[config.mk]
export PLATFORM = sky130hd
export DESIGN_NAME = execute_mdu_flat
export DESIGN_NICKNAME = d
export VERILOG_FILES = /design/src/rtl/execute_mdu_if.sv /design/src/rtl/execute_mdu.sv /design/src/flat_wrapper.sv
export SDC_FILE = /design/constraint.sdc
export NUM_CORES = 1
export LEC_CHECK = 0
export ABC_CLOCK_PERIOD_IN_PS = 13500
export CORE_UTILIZATION = 40
export DETAILED_ROUTE_END_ITERATION = 8
export GPL_TIMING_DRIVEN = 0
export PLACE_DENSITY_LB_ADDON = 0.05
export SLEW_MARGIN = 10
export SYNTH_ARGS = -nofsm -noshare
export SYNTH_HDL_FRONTEND = slang
export SYNTH_SLANG_ARGS = --single-unit
[constraint.sdc]
create_clock -name clk_i -period 13.5 [get_ports clk_i]
set_input_delay 2.7 -clock clk_i [delete_from_list [all_inputs] [get_ports clk_i]]
set_output_delay 2.7 -clock clk_i [all_outputs]
set_load 0.01 [all_outputs]
[src/rtl/execute_mdu_if.sv]
// Execute-stage bundle: E-stage instruction fields in, M-stage pipeline register out.
// Latency: none, signal grouping only.
// Backpressure: busy_o goes back to the hazard unit, which then holds the E instruction.
interface execute_mdu_if #(
    parameter int DATA_W = 32,
    parameter int REG_AW = 5
);
    // E-stage controls
    logic              reg_write_e_i;
    logic              mem_write_e_i;
    logic              mem_to_reg_e_i;
    logic              reg_dst_e_i;
    logic              link_e_i;
    logic [1:0]        alu_src_e_i;
    logic [3:0]        alu_control_e_i;
    logic [2:0]        md_op_e_i;
    // E-stage operands and register fields
    logic [DATA_W-1:0] reg_data_1_e_i;
    logic [DATA_W-1:0] reg_data_2_e_i;
    logic [DATA_W-1:0] sign_imm_e_i;
    logic [DATA_W-1:0] result_w_i;
    logic [REG_AW-1:0] rt_e_i;
    logic [REG_AW-1:0] rd_e_i;
    logic [4:0]        shamt_e_i;
    logic [1:0]        forward_a_e_i;
    logic [1:0]        forward_b_e_i;
    logic              flush_e_i;
    // Stage outputs
    logic [REG_AW-1:0] write_reg_e_o;
    logic              busy_o;
    logic              div_zero_o;
    logic              reg_write_m_o;
    logic              mem_write_m_o;
    logic              mem_to_reg_m_o;
    logic [DATA_W-1:0] alu_out_m_o;
    logic [DATA_W-1:0] write_data_m_o;
    logic [REG_AW-1:0] write_reg_m_o;

    modport slave (
        input  reg_write_e_i, mem_write_e_i, mem_to_reg_e_i, reg_dst_e_i, link_e_i,
        input  alu_src_e_i, alu_control_e_i, md_op_e_i,
        input  reg_data_1_e_i, reg_data_2_e_i, sign_imm_e_i, result_w_i,
        input  rt_e_i, rd_e_i, shamt_e_i, forward_a_e_i, forward_b_e_i, flush_e_i,
        output write_reg_e_o, busy_o, div_zero_o,
        output reg_write_m_o, mem_write_m_o, mem_to_reg_m_o,
        output alu_out_m_o, write_data_m_o, write_reg_m_o
    );

    modport master (
        output reg_write_e_i, mem_write_e_i, mem_to_reg_e_i, reg_dst_e_i, link_e_i,
        output alu_src_e_i, alu_control_e_i, md_op_e_i,
        output reg_data_1_e_i, reg_data_2_e_i, sign_imm_e_i, result_w_i,
        output rt_e_i, rd_e_i, shamt_e_i, forward_a_e_i, forward_b_e_i, flush_e_i,
        input  write_reg_e_o, busy_o, div_zero_o,
        input  reg_write_m_o, mem_write_m_o, mem_to_reg_m_o,
        input  alu_out_m_o, write_data_m_o, write_reg_m_o
    );
endinterface

[src/rtl/execute_mdu.sv]
// Execute stage: forwarding, ALU, iterative mult/div unit with HI/LO, E->M pipeline register.
// Latency: ALU result in M one cycle later; HI/LO updated DATA_W cycles after an MDU start.
// Backpressure: busy_o stalls an MDU instruction while the unit runs; M loads bubbles meanwhile.
// Optional divider: define EXECUTE_MDU_DIV_EN to build div/divu support.
module execute_mdu #(
    parameter int DATA_W = 32,
    parameter int REG_AW = 5
) (
    input  logic         clk_i,
    input  logic         rst_i,
    execute_mdu_if.slave bus
);
    localparam int CNT_W = $clog2(DATA_W);

    localparam logic [2:0] MD_MULT  = 3'd1;
    localparam logic [2:0] MD_MULTU = 3'd2;
    localparam logic [2:0] MD_MFHI  = 3'd5;
    localparam logic [2:0] MD_MFLO  = 3'd6;
`ifdef EXECUTE_MDU_DIV_EN
    localparam logic [2:0] MD_DIV   = 3'd3;
    localparam logic [2:0] MD_DIVU  = 3'd4;
`endif

    localparam logic [3:0] ALU_AND  = 4'b0000;
    localparam logic [3:0] ALU_OR   = 4'b0001;
    localparam logic [3:0] ALU_ADD  = 4'b0010;
    localparam logic [3:0] ALU_XOR  = 4'b0011;
    localparam logic [3:0] ALU_NOR  = 4'b0100;
    localparam logic [3:0] ALU_SLTU = 4'b0101;
    localparam logic [3:0] ALU_SUB  = 4'b0110;
    localparam logic [3:0] ALU_SLT  = 4'b0111;
    localparam logic [3:0] ALU_SLL  = 4'b1000;
    localparam logic [3:0] ALU_SRL  = 4'b1001;
    localparam logic [3:0] ALU_SRA  = 4'b1010;
    localparam logic [3:0] ALU_LUI  = 4'b1011;

    typedef enum logic [1:0] {IDLE = 2'd0, MUL = 2'd1, DIV = 2'd2} state_t;

    state_t              r_state, w_state_nxt;
    logic                w_done;
    logic [CNT_W-1:0]    r_cnt;
    logic [DATA_W-1:0]   r_hi, r_lo;
    logic [2*DATA_W-1:0] r_acc;      // mult: {partial product, multiplier}; div: {remainder, dividend/quotient}
    logic [DATA_W-1:0]   r_opd;      // multiplicand or divisor magnitude
    logic                r_neg;      // negate product / quotient at completion

    logic [DATA_W-1:0]   w_fwd_a, w_fwd_b, w_src_a, w_src_b, w_alu_out, w_result_e;
    logic [REG_AW-1:0]   w_write_reg_e;
    logic                w_is_mul, w_is_div, w_md_used, w_busy, w_bubble;
    logic                w_start_mul, w_start_div, w_signed, w_a_neg, w_b_neg;
    logic [DATA_W-1:0]   w_mag_a, w_mag_b;
    logic [DATA_W:0]     w_mul_sum;
    logic [2*DATA_W-1:0] w_mul_acc, w_mul_res;

    logic                r_reg_write_m, r_mem_write_m, r_mem_to_reg_m;
    logic [DATA_W-1:0]   r_alu_out_m, r_write_data_m;
    logic [REG_AW-1:0]   r_write_reg_m;

`ifdef EXECUTE_MDU_DIV_EN
    logic                r_neg_rem, r_dz, r_div_zero;
    logic [DATA_W-1:0]   r_dividend;
    logic [DATA_W:0]     w_rem_sh, w_diff;
    logic                w_q_bit;
    logic [2*DATA_W-1:0] w_div_acc;
    logic [DATA_W-1:0]   w_quo, w_rem, w_div_hi, w_div_lo;
`endif

    // Forwarding: 01 takes the W-stage result, 10 the M-stage ALU output, anything else the register file
    assign w_fwd_a = (bus.forward_a_e_i == 2'b01) ? bus.result_w_i :
                     (bus.forward_a_e_i == 2'b10) ? r_alu_out_m : bus.reg_data_1_e_i;
    assign w_fwd_b = (bus.forward_b_e_i == 2'b01) ? bus.result_w_i :
                     (bus.forward_b_e_i == 2'b10) ? r_alu_out_m : bus.reg_data_2_e_i;

    assign w_src_a = bus.alu_src_e_i[1] ? {{(DATA_W-5){1'b0}}, bus.shamt_e_i} : w_fwd_a;
    assign w_src_b = bus.alu_src_e_i[0] ? bus.sign_imm_e_i : w_fwd_b;

    assign w_write_reg_e = bus.link_e_i    ? {REG_AW{1'b1}} :
                           bus.reg_dst_e_i ? bus.rd_e_i : bus.rt_e_i;

    // ALU; shifts take the amount from src A and shift src B
    always_comb begin
        w_alu_out = '0;
        case (bus.alu_control_e_i)
            ALU_AND:  w_alu_out = w_src_a & w_src_b;
            ALU_OR:   w_alu_out = w_src_a | w_src_b;
            ALU_ADD:  w_alu_out = w_src_a + w_src_b;
            ALU_XOR:  w_alu_out = w_src_a ^ w_src_b;
            ALU_NOR:  w_alu_out = ~(w_src_a | w_src_b);
            ALU_SLTU: w_alu_out = {{(DATA_W-1){1'b0}}, (w_src_a < w_src_b)};
            ALU_SUB:  w_alu_out = w_src_a - w_src_b;
            ALU_SLT:  w_alu_out = {{(DATA_W-1){1'b0}}, ($signed(w_src_a) < $signed(w_src_b))};
            ALU_SLL:  w_alu_out = w_src_b << w_src_a[4:0];
            ALU_SRL:  w_alu_out = w_src_b >> w_src_a[4:0];
            ALU_SRA:  w_alu_out = $unsigned($signed(w_src_b) >>> w_src_a[4:0]);
            ALU_LUI:  w_alu_out = {w_src_b[DATA_W/2-1:0], {(DATA_W/2){1'b0}}};
            default:  w_alu_out = '0;
        endcase
    end

    assign w_result_e = (bus.md_op_e_i == MD_MFHI) ? r_hi :
                        (bus.md_op_e_i == MD_MFLO) ? r_lo : w_alu_out;

    // MDU op decode; without the divider, div/divu decode as no operation
    assign w_is_mul = (bus.md_op_e_i == MD_MULT) || (bus.md_op_e_i == MD_MULTU);
`ifdef EXECUTE_MDU_DIV_EN
    assign w_is_div = (bus.md_op_e_i == MD_DIV) || (bus.md_op_e_i == MD_DIVU);
    assign w_signed = (bus.md_op_e_i == MD_MULT) || (bus.md_op_e_i == MD_DIV);
`else
    assign w_is_div = 1'b0;
    assign w_signed = (bus.md_op_e_i == MD_MULT);
`endif
    assign w_md_used   = w_is_mul || w_is_div ||
                         (bus.md_op_e_i == MD_MFHI) || (bus.md_op_e_i == MD_MFLO);
    assign w_busy      = (r_state != IDLE) && w_md_used;
    assign w_bubble    = w_busy || bus.flush_e_i;
    assign w_start_mul = (r_state == IDLE) && w_is_mul && !bus.flush_e_i && !w_busy;
    assign w_start_div = (r_state == IDLE) && w_is_div && !bus.flush_e_i && !w_busy;

    // Operands run through the unit as magnitudes; signs are re-applied on completion
    assign w_a_neg = w_signed && w_fwd_a[DATA_W-1];
    assign w_b_neg = w_signed && w_fwd_b[DATA_W-1];
    assign w_mag_a = w_a_neg ? ({DATA_W{1'b0}} - w_fwd_a) : w_fwd_a;
    assign w_mag_b = w_b_neg ? ({DATA_W{1'b0}} - w_fwd_b) : w_fwd_b;

    // Shift-add multiply step: add multiplicand when the low multiplier bit is set, then shift right
    assign w_mul_sum = {1'b0, r_acc[2*DATA_W-1:DATA_W]} +
                       (r_acc[0] ? {1'b0, r_opd} : {(DATA_W+1){1'b0}});
    assign w_mul_acc = {w_mul_sum, r_acc[DATA_W-1:1]};
    assign w_mul_res = r_neg ? ({(2*DATA_W){1'b0}} - w_mul_acc) : w_mul_acc;

`ifdef EXECUTE_MDU_DIV_EN
    // Restoring divide step: shift in the next dividend bit, subtract divisor if it fits
    assign w_rem_sh  = {r_acc[2*DATA_W-1:DATA_W], r_acc[DATA_W-1]};
    assign w_diff    = w_rem_sh - {1'b0, r_opd};
    assign w_q_bit   = ~w_diff[DATA_W];
    assign w_div_acc = {(w_q_bit ? w_diff[DATA_W-1:0] : w_rem_sh[DATA_W-1:0]),
                        r_acc[DATA_W-2:0], w_q_bit};
    assign w_quo     = w_div_acc[DATA_W-1:0];
    assign w_rem     = w_div_acc[2*DATA_W-1:DATA_W];
    // Zero divisor: HI keeps the dividend, LO saturates to all ones
    assign w_div_lo  = r_dz ? {DATA_W{1'b1}} : (r_neg ? ({DATA_W{1'b0}} - w_quo) : w_quo);
    assign w_div_hi  = r_dz ? r_dividend : (r_neg_rem ? ({DATA_W{1'b0}} - w_rem) : w_rem);
`endif

    // FSM state register
    always_ff @(posedge clk_i or negedge rst_i) begin
        if (!rst_i) r_state <= IDLE;
        else        r_state <= w_state_nxt;
    end

    // FSM next state; the last iteration runs when the counter reaches zero
    always_comb begin
        w_state_nxt = r_state;
        w_done      = 1'b0;
        case (r_state)
            IDLE: begin
                if (w_start_mul)      w_state_nxt = MUL;
                else if (w_start_div) w_state_nxt = DIV;
            end
            MUL, DIV: begin
                if (r_cnt == '0) begin
                    w_done      = 1'b1;
                    w_state_nxt = IDLE;
                end
            end
            default: w_state_nxt = IDLE;
        endcase
    end

    // MDU datapath: operand capture on start, one bit per cycle, HI/LO write on completion
    always_ff @(posedge clk_i or negedge rst_i) begin
        if (!rst_i) begin
            r_cnt      <= '0;
            r_acc      <= '0;
            r_opd      <= '0;
            r_neg      <= 1'b0;
            r_hi       <= '0;
            r_lo       <= '0;
`ifdef EXECUTE_MDU_DIV_EN
            r_neg_rem  <= 1'b0;
            r_dz       <= 1'b0;
            r_dividend <= '0;
            r_div_zero <= 1'b0;
`endif
        end else begin
`ifdef EXECUTE_MDU_DIV_EN
            r_div_zero <= 1'b0;
`endif
            if (w_start_mul || w_start_div) begin
                r_cnt <= CNT_W'(DATA_W - 1);
                r_acc <= {{DATA_W{1'b0}}, w_mag_a};
                r_opd <= w_mag_b;
                r_neg <= w_a_neg ^ w_b_neg;
`ifdef EXECUTE_MDU_DIV_EN
                r_neg_rem  <= w_a_neg;
                r_dz       <= (w_fwd_b == '0);
                r_dividend <= w_fwd_a;
`endif
            end else if (r_state == MUL) begin
                r_acc <= w_mul_acc;
                r_cnt <= w_done ? '0 : (r_cnt - CNT_W'(1));
                if (w_done) begin
                    r_hi <= w_mul_res[2*DATA_W-1:DATA_W];
                    r_lo <= w_mul_res[DATA_W-1:0];
                end
`ifdef EXECUTE_MDU_DIV_EN
            end else if (r_state == DIV) begin
                r_acc <= w_div_acc;
                r_cnt <= w_done ? '0 : (r_cnt - CNT_W'(1));
                if (w_done) begin
                    r_hi       <= w_div_hi;
                    r_lo       <= w_div_lo;
                    r_div_zero <= r_dz;
                end
`endif
            end
        end
    end

    // E->M register: bubble on stall or flush, otherwise capture the E instruction
    always_ff @(posedge clk_i or negedge rst_i) begin
        if (!rst_i) begin
            r_reg_write_m  <= 1'b0;
            r_mem_write_m  <= 1'b0;
            r_mem_to_reg_m <= 1'b0;
            r_alu_out_m    <= '0;
            r_write_data_m <= '0;
            r_write_reg_m  <= '0;
        end else if (w_bubble) begin
            r_reg_write_m  <= 1'b0;
            r_mem_write_m  <= 1'b0;
            r_mem_to_reg_m <= 1'b0;
            r_alu_out_m    <= '0;
            r_write_data_m <= '0;
            r_write_reg_m  <= '0;
        end else begin
            r_reg_write_m  <= bus.reg_write_e_i;
            r_mem_write_m  <= bus.mem_write_e_i;
            r_mem_to_reg_m <= bus.mem_to_reg_e_i;
            r_alu_out_m    <= w_result_e;
            r_write_data_m <= w_fwd_b;
            r_write_reg_m  <= w_write_reg_e;
        end
    end

    assign bus.write_reg_e_o  = w_write_reg_e;
    assign bus.busy_o         = w_busy;
`ifdef EXECUTE_MDU_DIV_EN
    assign bus.div_zero_o     = r_div_zero;
`else
    assign bus.div_zero_o     = 1'b0;
`endif
    assign bus.reg_write_m_o  = r_reg_write_m;
    assign bus.mem_write_m_o  = r_mem_write_m;
    assign bus.mem_to_reg_m_o = r_mem_to_reg_m;
    assign bus.alu_out_m_o    = r_alu_out_m;
    assign bus.write_data_m_o = r_write_data_m;
    assign bus.write_reg_m_o  = r_write_reg_m;
endmodule

[src/flat_wrapper.sv]
// flat-port wrapper written by rule: the top's interface ports become plain ports
module execute_mdu_flat 
#(
    parameter int DATA_W = 32,
    parameter int REG_AW = 5
)
  (clk_i, rst_i, bus_reg_write_e_i, bus_mem_write_e_i, bus_mem_to_reg_e_i, bus_reg_dst_e_i, bus_link_e_i, bus_alu_src_e_i, bus_alu_control_e_i, bus_md_op_e_i, bus_reg_data_1_e_i, bus_reg_data_2_e_i, bus_sign_imm_e_i, bus_result_w_i, bus_rt_e_i, bus_rd_e_i, bus_shamt_e_i, bus_forward_a_e_i, bus_forward_b_e_i, bus_flush_e_i, bus_write_reg_e_o, bus_busy_o, bus_div_zero_o, bus_reg_write_m_o, bus_mem_write_m_o, bus_mem_to_reg_m_o, bus_alu_out_m_o, bus_write_data_m_o, bus_write_reg_m_o);
  execute_mdu_if #(.DATA_W(DATA_W), .REG_AW(REG_AW)) bus_i ();
  input  logic clk_i;
  input  logic rst_i;
  input wire logic [$bits(bus_i.reg_write_e_i)-1:0] bus_reg_write_e_i;
  input wire logic [$bits(bus_i.mem_write_e_i)-1:0] bus_mem_write_e_i;
  input wire logic [$bits(bus_i.mem_to_reg_e_i)-1:0] bus_mem_to_reg_e_i;
  input wire logic [$bits(bus_i.reg_dst_e_i)-1:0] bus_reg_dst_e_i;
  input wire logic [$bits(bus_i.link_e_i)-1:0] bus_link_e_i;
  input wire logic [$bits(bus_i.alu_src_e_i)-1:0] bus_alu_src_e_i;
  input wire logic [$bits(bus_i.alu_control_e_i)-1:0] bus_alu_control_e_i;
  input wire logic [$bits(bus_i.md_op_e_i)-1:0] bus_md_op_e_i;
  input wire logic [$bits(bus_i.reg_data_1_e_i)-1:0] bus_reg_data_1_e_i;
  input wire logic [$bits(bus_i.reg_data_2_e_i)-1:0] bus_reg_data_2_e_i;
  input wire logic [$bits(bus_i.sign_imm_e_i)-1:0] bus_sign_imm_e_i;
  input wire logic [$bits(bus_i.result_w_i)-1:0] bus_result_w_i;
  input wire logic [$bits(bus_i.rt_e_i)-1:0] bus_rt_e_i;
  input wire logic [$bits(bus_i.rd_e_i)-1:0] bus_rd_e_i;
  input wire logic [$bits(bus_i.shamt_e_i)-1:0] bus_shamt_e_i;
  input wire logic [$bits(bus_i.forward_a_e_i)-1:0] bus_forward_a_e_i;
  input wire logic [$bits(bus_i.forward_b_e_i)-1:0] bus_forward_b_e_i;
  input wire logic [$bits(bus_i.flush_e_i)-1:0] bus_flush_e_i;
  output wire logic [$bits(bus_i.write_reg_e_o)-1:0] bus_write_reg_e_o;
  output wire logic [$bits(bus_i.busy_o)-1:0] bus_busy_o;
  output wire logic [$bits(bus_i.div_zero_o)-1:0] bus_div_zero_o;
  output wire logic [$bits(bus_i.reg_write_m_o)-1:0] bus_reg_write_m_o;
  output wire logic [$bits(bus_i.mem_write_m_o)-1:0] bus_mem_write_m_o;
  output wire logic [$bits(bus_i.mem_to_reg_m_o)-1:0] bus_mem_to_reg_m_o;
  output wire logic [$bits(bus_i.alu_out_m_o)-1:0] bus_alu_out_m_o;
  output wire logic [$bits(bus_i.write_data_m_o)-1:0] bus_write_data_m_o;
  output wire logic [$bits(bus_i.write_reg_m_o)-1:0] bus_write_reg_m_o;
  assign bus_i.reg_write_e_i = bus_reg_write_e_i;
  assign bus_i.mem_write_e_i = bus_mem_write_e_i;
  assign bus_i.mem_to_reg_e_i = bus_mem_to_reg_e_i;
  assign bus_i.reg_dst_e_i = bus_reg_dst_e_i;
  assign bus_i.link_e_i = bus_link_e_i;
  assign bus_i.alu_src_e_i = bus_alu_src_e_i;
  assign bus_i.alu_control_e_i = bus_alu_control_e_i;
  assign bus_i.md_op_e_i = bus_md_op_e_i;
  assign bus_i.reg_data_1_e_i = bus_reg_data_1_e_i;
  assign bus_i.reg_data_2_e_i = bus_reg_data_2_e_i;
  assign bus_i.sign_imm_e_i = bus_sign_imm_e_i;
  assign bus_i.result_w_i = bus_result_w_i;
  assign bus_i.rt_e_i = bus_rt_e_i;
  assign bus_i.rd_e_i = bus_rd_e_i;
  assign bus_i.shamt_e_i = bus_shamt_e_i;
  assign bus_i.forward_a_e_i = bus_forward_a_e_i;
  assign bus_i.forward_b_e_i = bus_forward_b_e_i;
  assign bus_i.flush_e_i = bus_flush_e_i;
  assign bus_write_reg_e_o = bus_i.write_reg_e_o;
  assign bus_busy_o = bus_i.busy_o;
  assign bus_div_zero_o = bus_i.div_zero_o;
  assign bus_reg_write_m_o = bus_i.reg_write_m_o;
  assign bus_mem_write_m_o = bus_i.mem_write_m_o;
  assign bus_mem_to_reg_m_o = bus_i.mem_to_reg_m_o;
  assign bus_alu_out_m_o = bus_i.alu_out_m_o;
  assign bus_write_data_m_o = bus_i.write_data_m_o;
  assign bus_write_reg_m_o = bus_i.write_reg_m_o;
  execute_mdu #(.DATA_W(DATA_W), .REG_AW(REG_AW)) u_core (.clk_i(clk_i), .rst_i(rst_i), .bus(bus_i));
endmodule
==> results of run 1 <==
[power groups by stage]
stage                     combinational (mW)  clock (mW)  sequential (mW)
final                                   2.65       0.834             1.25
after global routing                    2.80       0.861             1.26
after CTS                               2.54       0.836             1.22
after detailed placement                2.53           0             1.23
after global placement                  2.49           0             1.22
after floorplan                         1.58           0             1.12
[stage by stage]
stage / setup WS, ps / TNS (ps) / total power, mW
after global placement: -498 / -106090 / 3.72
after floorplan: 5710 / 0 / 2.70
final: 2780 / 0 / 4.73
after global routing: 2710 / 0 / 4.92
after detailed placement: 2540 / 0 / 3.76
after CTS: 3140 / 0 / 4.60
[sequential cells by signal (all words and copies together) (netlist names)]
register                   count
u_core.r_hi                   32
u_core.r_state                 1
u_core.bus.mem_write_m_o       1
u_core.bus.write_data_m_o     32
u_core.bus.alu_out_m_o        32
u_core.bus.write_reg_m_o       5
u_core.bus.mem_to_reg_m_o      1
u_core.r_cnt                   5
u_core.r_opd                  32
u_core.bus.reg_write_m_o       1
u_core.r_acc                  64
u_core.r_neg                   1
u_core.r_lo                   32
[tightest hold or removal path: stages, from the launching register on]
cell     delay [ps]
dfrtp_1         350
nand2_1          50
o21ai_0          60
[area by class of cell]
| cell class | instances | share of cell area [%] |
|---|---|---|
| antenna | 10 | 0.0847 |
| buffer | 236 | 3.18 |
| clock buffer | 41 | 2.78 |
| clock inverter | 10 | 0.559 |
| inverter | 116 | 1.47 |
| multi-input combinational | 2738 | 59.7 |
| sequential | 239 | 20.2 |
| tap | 837 | 3.54 |
| timing repair buffer | 245 | 8.45 |
[synth_stat cells, types with 11 or more instances]
library cell | count | area (µm²)
a211oi_1 | 61 | 458
a21o_1 | 39 | 293
a21oi_1 | 248 | 1240
a221o_1 | 22 | 220
a221oi_1 | 38 | 333
a22oi_1 | 11 | 82.6
a31oi_1 | 31 | 194
and2_1 | 60 | 375
and3_1 | 12 | 75.1
buf_1 | 28 | 105
clkbuf_1 | 198 | 743
dfrtp_1 | 239 | 5980
ha_1 | 137 | 1710
inv_1 | 112 | 420
mux2_2 | 34 | 383
mux2i_1 | 169 | 1690
nand2_1 | 453 | 1700
nand2b_1 | 47 | 294
nand3_1 | 52 | 260
nand4_1 | 20 | 125
nor2_1 | 255 | 957
nor2b_1 | 41 | 257
nor3_1 | 45 | 225
o2111ai_1 | 14 | 123
o211ai_1 | 49 | 368
o21a_1 | 20 | 150
o21ai_0 | 369 | 1850
o21ai_1 | 20 | 100
o21bai_1 | 11 | 82.6
o221ai_1 | 54 | 473
o22ai_1 | 23 | 144
o31ai_1 | 29 | 218
or2_2 | 20 | 125
or3_1 | 21 | 131
or3b_2 | 31 | 272
xnor2_1 | 52 | 455
xor2_1 | 100 | 876
[path summary, 6_finish.rpt]
check                      cells after the start                                start                                   end
setup / recovery                              21                 bus_forward_a_e_i[0]  u_core.bus.alu_out_m_o[17]$_DFF_PN0_
hold / removal                                 2           u_core.r_hi[3]$_DFFE_PN0P_            u_core.r_hi[3]$_DFFE_PN0P_
setup reg to reg                              21  u_core.bus.alu_out_m_o[2]$_DFF_PN0_  u_core.bus.alu_out_m_o[17]$_DFF_PN0_
hold reg to reg                                2           u_core.r_hi[3]$_DFFE_PN0P_            u_core.r_hi[3]$_DFFE_PN0P_
max in group asynchronous                      3                                rst_i          u_core.r_acc[11]$_DFFE_PN0P_
min in group asynchronous                      1                                rst_i           u_core.r_opd[6]$_DFFE_PN0P_
[logic make-up (layout without fill, tap and decap cells)]
| kind of cell | after synthesis | after routing |
|---|---|---|
| mux | 204 | 204 |
| compound gates | 1132 | 1132 |
| other cells | 1 | 11 |
| buf+inv | 352 | 648 |
| xor+xnor | 152 | 152 |
| flops | 239 | 239 |
| simple gates | 1109 | 1109 |
| fa+ha+maj | 140 | 140 |
[metal layers]
metal / up-vias / GRT usage, % / part of all wire, %
met4: 6 / 36.0 / 9.4
li1: 12657 / - / -
met5: - / 0 / 0.023
met3: 556 / 11.7 / 12
met1: 14517 / 57.1 / 37
met2: 2277 / 67.7 / 42
==> impl_metrics.env, run 1 <==
export IMPL_grt_pass1_vias=28272
export IMPL_synth_simple_area_share_pct=20.9
export IMPL_clkTransAtPathRegs_ps=60
export IMPL_finClkSkew_ps=23.8
export IMPL_worst_path_largest_cell_delay_ps=800
export IMPL_final_util_pct=47.9
export IMPL_layout_common_cells="nand2_1 (453), o21ai_0 (364), nor2_1 (255), a21oi_1 (248), dfrtp_1 (239)"
export IMPL_synth_top_family_by_area="compound AO/OA/AOI/OAI gates"
export IMPL_fin_crit_ps=10720
export IMPL_grt_pass1_wl_um=209000
export IMPL_drt_initial_drc_count=4070
export IMPL_vias_per_cell=6.71
export IMPL_dieArea_mm2=0.0634
export IMPL_io_pins=243
export IMPL_areaGrowthSynthToFinish_pct=18.4
export IMPL_netlist_instances=3329
export IMPL_io_buffers=235
export IMPL_design_area_mm2=0.0295
export IMPL_grt_ovfl_total=0
export IMPL_combPwrFrac_pct=56.0
export IMPL_synth_compound_area_share_pct=28.7
export IMPL_die_w_um=252
export IMPL_max_freq_ghz=0.0933
export IMPL_dieHeight_um=252
export IMPL_multi_input_area_mm2=0.0176
export IMPL_core_area_mm2=0.0617
export IMPL_grt_max_degree=107
export IMPL_cts_setup_buffers=0
export IMPL_syn_area_mm2=0.0250
export IMPL_ys_seq_elements=239
export IMPL_finalMaxSlewViolations=0
export IMPL_powerDensity_mw_per_mm2=160
export IMPL_synth_distinct_cells=88
export IMPL_power_leakage_nw=12.5
export IMPL_wirelength_um=150000
export IMPL_synth_edf_count=0
export IMPL_syn_area_per_cell_um2=7.50
export IMPL_p_seq_share_pct=26.4
export IMPL_path_cells="clkbuf_1 -> mux2_2 -> o21a_1 -> clkbuf_1 -> inv_2 -> buf_2 -> clkbuf_1 -> buf_1 -> buf_1 -> ha_1 -> a211oi_1 -> o21bai_1 -> o22ai_1 -> o41a_1 -> o21bai_1 -> a21o_1 -> a211oi_1 -> nor3_1 -> o221ai_1 -> o31ai_1 -> a21oi_1"
export IMPL_final_common_cell="nand2_1"
export IMPL_worstMarginPinSlew_ps=1420
export IMPL_postRouteAntennaNets=0
export IMPL_critPathMaxFanout=11
export IMPL_crit_path_top_delay_cell="buf_1"
export IMPL_hold_slack_ps=489
export IMPL_nets=3909
export IMPL_hold_viol=0
export IMPL_synth_seq_area_share_pct=24.0
export IMPL_root_buffer="clkbuf_16"
export IMPL_path_class="in2reg"
export IMPL_drive_gt1_share_pct=4.94
export IMPL_fill_cells=6214
export IMPL_r2r_setup_slack_ps=5040
export IMPL_power_switching_mw=2.40
export IMPL_hold_path_class="reg2reg"
export IMPL_crit_required_ps=13940
export IMPL_dpl_instance_area_mm2=0.0285
export IMPL_setup_viol=0
export IMPL_clock_sinks=239
export IMPL_max_slew_margin_pct=4.20
export IMPL_numCtsBuffers=29
export IMPL_ys_async_sr_fraction_pct=100
export IMPL_clk_latency_ps=580
export IMPL_switching_share_pct=50.6
export IMPL_gp_congestion=1.15
export IMPL_cts_hold_buf=0
export IMPL_worst_path_buf_inv=7
export IMPL_yosys_area_share_xor_xnor_pct=5.33
export IMPL_muxShareOfSynthArea_pct=8.40
export IMPL_clock_power_share_pct=17.6
export IMPL_critical_path_endpoint_type="flop"
export IMPL_grt_antenna_before_repair=15
export IMPL_syn_num_nets=3633
export IMPL_regArea_mm2=0.00598
export IMPL_synthAdderAreaFrac_pct=7.11
export IMPL_dp_cells=4411
export IMPL_vias=30013
export IMPL_min_period_over_period_pct=79.4
export IMPL_crit_family="buffers and inverters"
export IMPL_firstDrtPassIters=6
export IMPL_synthFlopType="dfrtp_1"
export IMPL_start_util_pct=40.5
export IMPL_post_route_drc_count=0
export IMPL_cts_tree="yes"
export IMPL_cts_resized_gates=0
export IMPL_wl_per_cell_um=33.5
export IMPL_cts_max_path_buffers=3
export IMPL_core_rowCount=91
export IMPL_yosysWarnings=0
export IMPL_intPower_mw=2.33
export IMPL_start_kind="input pin"
export IMPL_status="finished clean"
export IMPL_ctsHtreeMaxLevel=1
export IMPL_grtUsageTotal_pct=45.9
export IMPL_maxCapViolations=0
export IMPL_fin_cells=4472
export IMPL_cp_common_cell="clkbuf_1"
export IMPL_hpwl_um=121000
export IMPL_arrival_ps=11160
export IMPL_rsz0062_at_grt="no"
export IMPL_ir_drop_mv=0.180
No activity file was read; power rests on OpenSTA's default activity.
==> inputs of run 2 (changes only) <==
Settings changed: ABC_CLOCK_PERIOD_IN_PS 13500 to 9900.
Clock period 13.5 ns to 9.9 ns, I/O delays scaled along.
==> run 2 against run 1 <==
Net effect:
- total power up 37%
- worst setup slack worse by 2700 ps
- combinational power up 37%
- sequential share of layout area about the same
- highest routed layer unchanged
- sequential cell count unchanged
- first-iteration DRC count up 1.6%
- die area unchanged
- global-route usage unchanged
==> impl_metrics.env, run 2 (synthesis results as in run 1) <==
export IMPL_status="finished clean"
export IMPL_grt_ovfl_total=0
export IMPL_io_buffers=235
export IMPL_path_class="in2reg"
export IMPL_wirelength_um=150000
export IMPL_hold_viol=0
export IMPL_worst_path_buf_inv=5
export IMPL_power_leakage_nw=12.5
export IMPL_clock_sinks=239
export IMPL_clk_latency_ps=580
export IMPL_final_util_pct=47.9
export IMPL_largest_register_ffs=64
export IMPL_cts_resized_gates=0
export IMPL_design_area_mm2=0.0296
export IMPL_drt_initial_drc_count=4136
export IMPL_crit_start="bus_forward_a_e_i[1]"
export IMPL_root_buffer="clkbuf_16"
export IMPL_die_w_um=252
export IMPL_start_kind="input pin"
export IMPL_whs_path_depth=2
export IMPL_multi_input_area_mm2=0.0176
export IMPL_max_slew_margin_pct=2.60
export IMPL_ir_drop_mv=0.244
export IMPL_grt_max_degree=107
export IMPL_cts_hold_buf=0
export IMPL_powerDensity_mw_per_mm2=219
export IMPL_setup_viol=0
export IMPL_worst_path_largest_cell_delay_ps=700
export IMPL_ctsHtreeMaxLevel=1
export IMPL_dpl_instance_area_mm2=0.0285
export IMPL_io_pins=243
export IMPL_finClkSkew_ps=20.9
export IMPL_fill_cells=6210
export IMPL_grtUsageTotal_pct=45.9
export IMPL_dieArea_mm2=0.0634
export IMPL_post_route_drc_count=0
export IMPL_layout_common_cells="nand2_1 (453), o21ai_0 (364), nor2_1 (255), a21oi_1 (248), dfrtp_1 (239)"
export IMPL_crit_path_top_delay_cell="clkbuf_1"
export IMPL_hold_path_class="reg2reg"
export IMPL_regArea_mm2=0.00598
export IMPL_finalMaxSlewViolations=0
export IMPL_min_period_over_period_pct=99.5
export IMPL_dieHeight_um=252
export IMPL_fin_crit_ps=9850
export IMPL_path_cells="clkbuf_1 -> clkbuf_1 -> mux2i_1 -> mux2i_2 -> mux2i_2 -> clkbuf_1 -> buf_1 -> clkbuf_1 -> ha_1 -> a221oi_1 -> o311ai_0 -> a21boi_0 -> o21ai_0 -> a311oi_1 -> o211ai_1 -> a21oi_1 -> o41ai_1 -> o21ai_0 -> a21oi_1"
export IMPL_nets=3909
export IMPL_power_mw=6.46
export IMPL_core_rowCount=91
export IMPL_critPathMaxFanout=10
export IMPL_cts_tree="yes"
export IMPL_arrival_ps=10250
export IMPL_numCtsBuffers=29
export IMPL_wl_per_cell_um=33.5
export IMPL_gp_congestion=1.15
export IMPL_cp_common_cell="clkbuf_1"
export IMPL_crit_required_ps=10300
export IMPL_r2r_setup_slack_ps=1600
export IMPL_grt_pass1_vias=28272
export IMPL_max_freq_ghz=0.102
export IMPL_start_util_pct=40.5
export IMPL_clkTransAtPathRegs_ps=60
export IMPL_vias_per_cell=6.75
export IMPL_worstMarginPinSlew_ps=1450
export IMPL_cts_max_path_buffers=3
export IMPL_cts_setup_buffers=0
export IMPL_r2r_end="u_core.bus.alu_out_m_o[0]$_DFF_PN0_"
export IMPL_worst_r2r_cell_count=19
export IMPL_vias=30193
export IMPL_rsz0062_at_grt="no"
export IMPL_areaGrowthSynthToFinish_pct=18.5
export IMPL_final_common_cell="nand2_1"
export IMPL_critical_path_endpoint_type="flop"
export IMPL_timing_rr_start="u_core.bus.alu_out_m_o[2]$_DFF_PN0_"
export IMPL_grt_pass1_wl_um=209000
export IMPL_firstDrtPassIters=8
export IMPL_regMostFlops="u_core.r_acc"
export IMPL_drive_gt1_share_pct=5.02
export IMPL_hp_start="u_core.r_opd[17]$_DFFE_PN0P_"
export IMPL_hpwl_um=121000
export IMPL_postRouteAntennaNets=0
export IMPL_maxCapViolations=0
export IMPL_core_area_mm2=0.0617
export IMPL_grt_antenna_before_repair=15
export IMPL_crit_family="compound AO/OA/AOI/OAI gates"
export IMPL_min_to="u_core.r_opd[17]$_DFFE_PN0P_"
run 2: cell count changes in the layout (fill, tap and decap cells not counted), sizes merged:
cell,delta
diode,+4
buf,-1
clkbuf,+1
run 2: power by group:
group	leakage, nW	switching (mW)	internal, mW	total [mW]
sequential	3.10	0.383	1.32	1.70
combinational	8.93	2.43	1.19	3.62
clock	0.477	0.463	0.679	1.14
total	12.5	3.28	3.18	6.46
run 2: worst max path at each step:
stage	to	slack [ps]	cells after the start
floorplan	u_core.bus.alu_out_m_o[31]$_DFF_PN0_	2830	22
global placement	u_core.r_acc[8]$_DFFE_PN0P_	-3380	1
detailed placement	u_core.bus.alu_out_m_o[17]$_DFF_PN0_	-340	20
CTS	u_core.bus.alu_out_m_o[17]$_DFF_PN0_	260	20
global route	u_core.bus.alu_out_m_o[0]$_DFF_PN0_	20	19
finish	u_core.bus.alu_out_m_o[0]$_DFF_PN0_	50	19
run 2: worst min-delay path, delay by kind of cell (launching register included):
| kind | cells | cell delay, ps |
|---|---|---|
| flip-flops | 1 | 350 |
| AO/OA/AOI/OAI | 1 | 60 |
| AND/OR/NAND/NOR | 1 | 50 |
run 2: stage by stage:
stage	cells	setup WS, ps	hold slack, ps	setup TNS [ps]
after detailed placement	4411	-339	476	-532
after global placement	4401	-3380	465	-798710
after floorplan	3329	2830	431	0
after CTS	4462	263	489	0
final	4476	48.6	491	0
after global routing	4466	24.6	521	0
run 2: final cells by class:
cell class,instances,area share (%)
Antenna cell,14,0.118
Buffer,236,3.18
Clock buffer,41,2.78
Clock inverter,10,0.559
Inverter,116,1.47
Multi-Input combinational cell,2738,59.7
Sequential cell,239,20.2
Tap cell,837,3.54
Timing Repair Buffer,245,8.44
run 2: layer usage:
metal  vias up  share of wire, %  GRT usage [%]
met5         -             0.023              0
met4         6               9.4           36.0
met3       571                12           11.7
met2      2291                42           67.7
met1     14647                37           57.1
li1      12678                 -              -
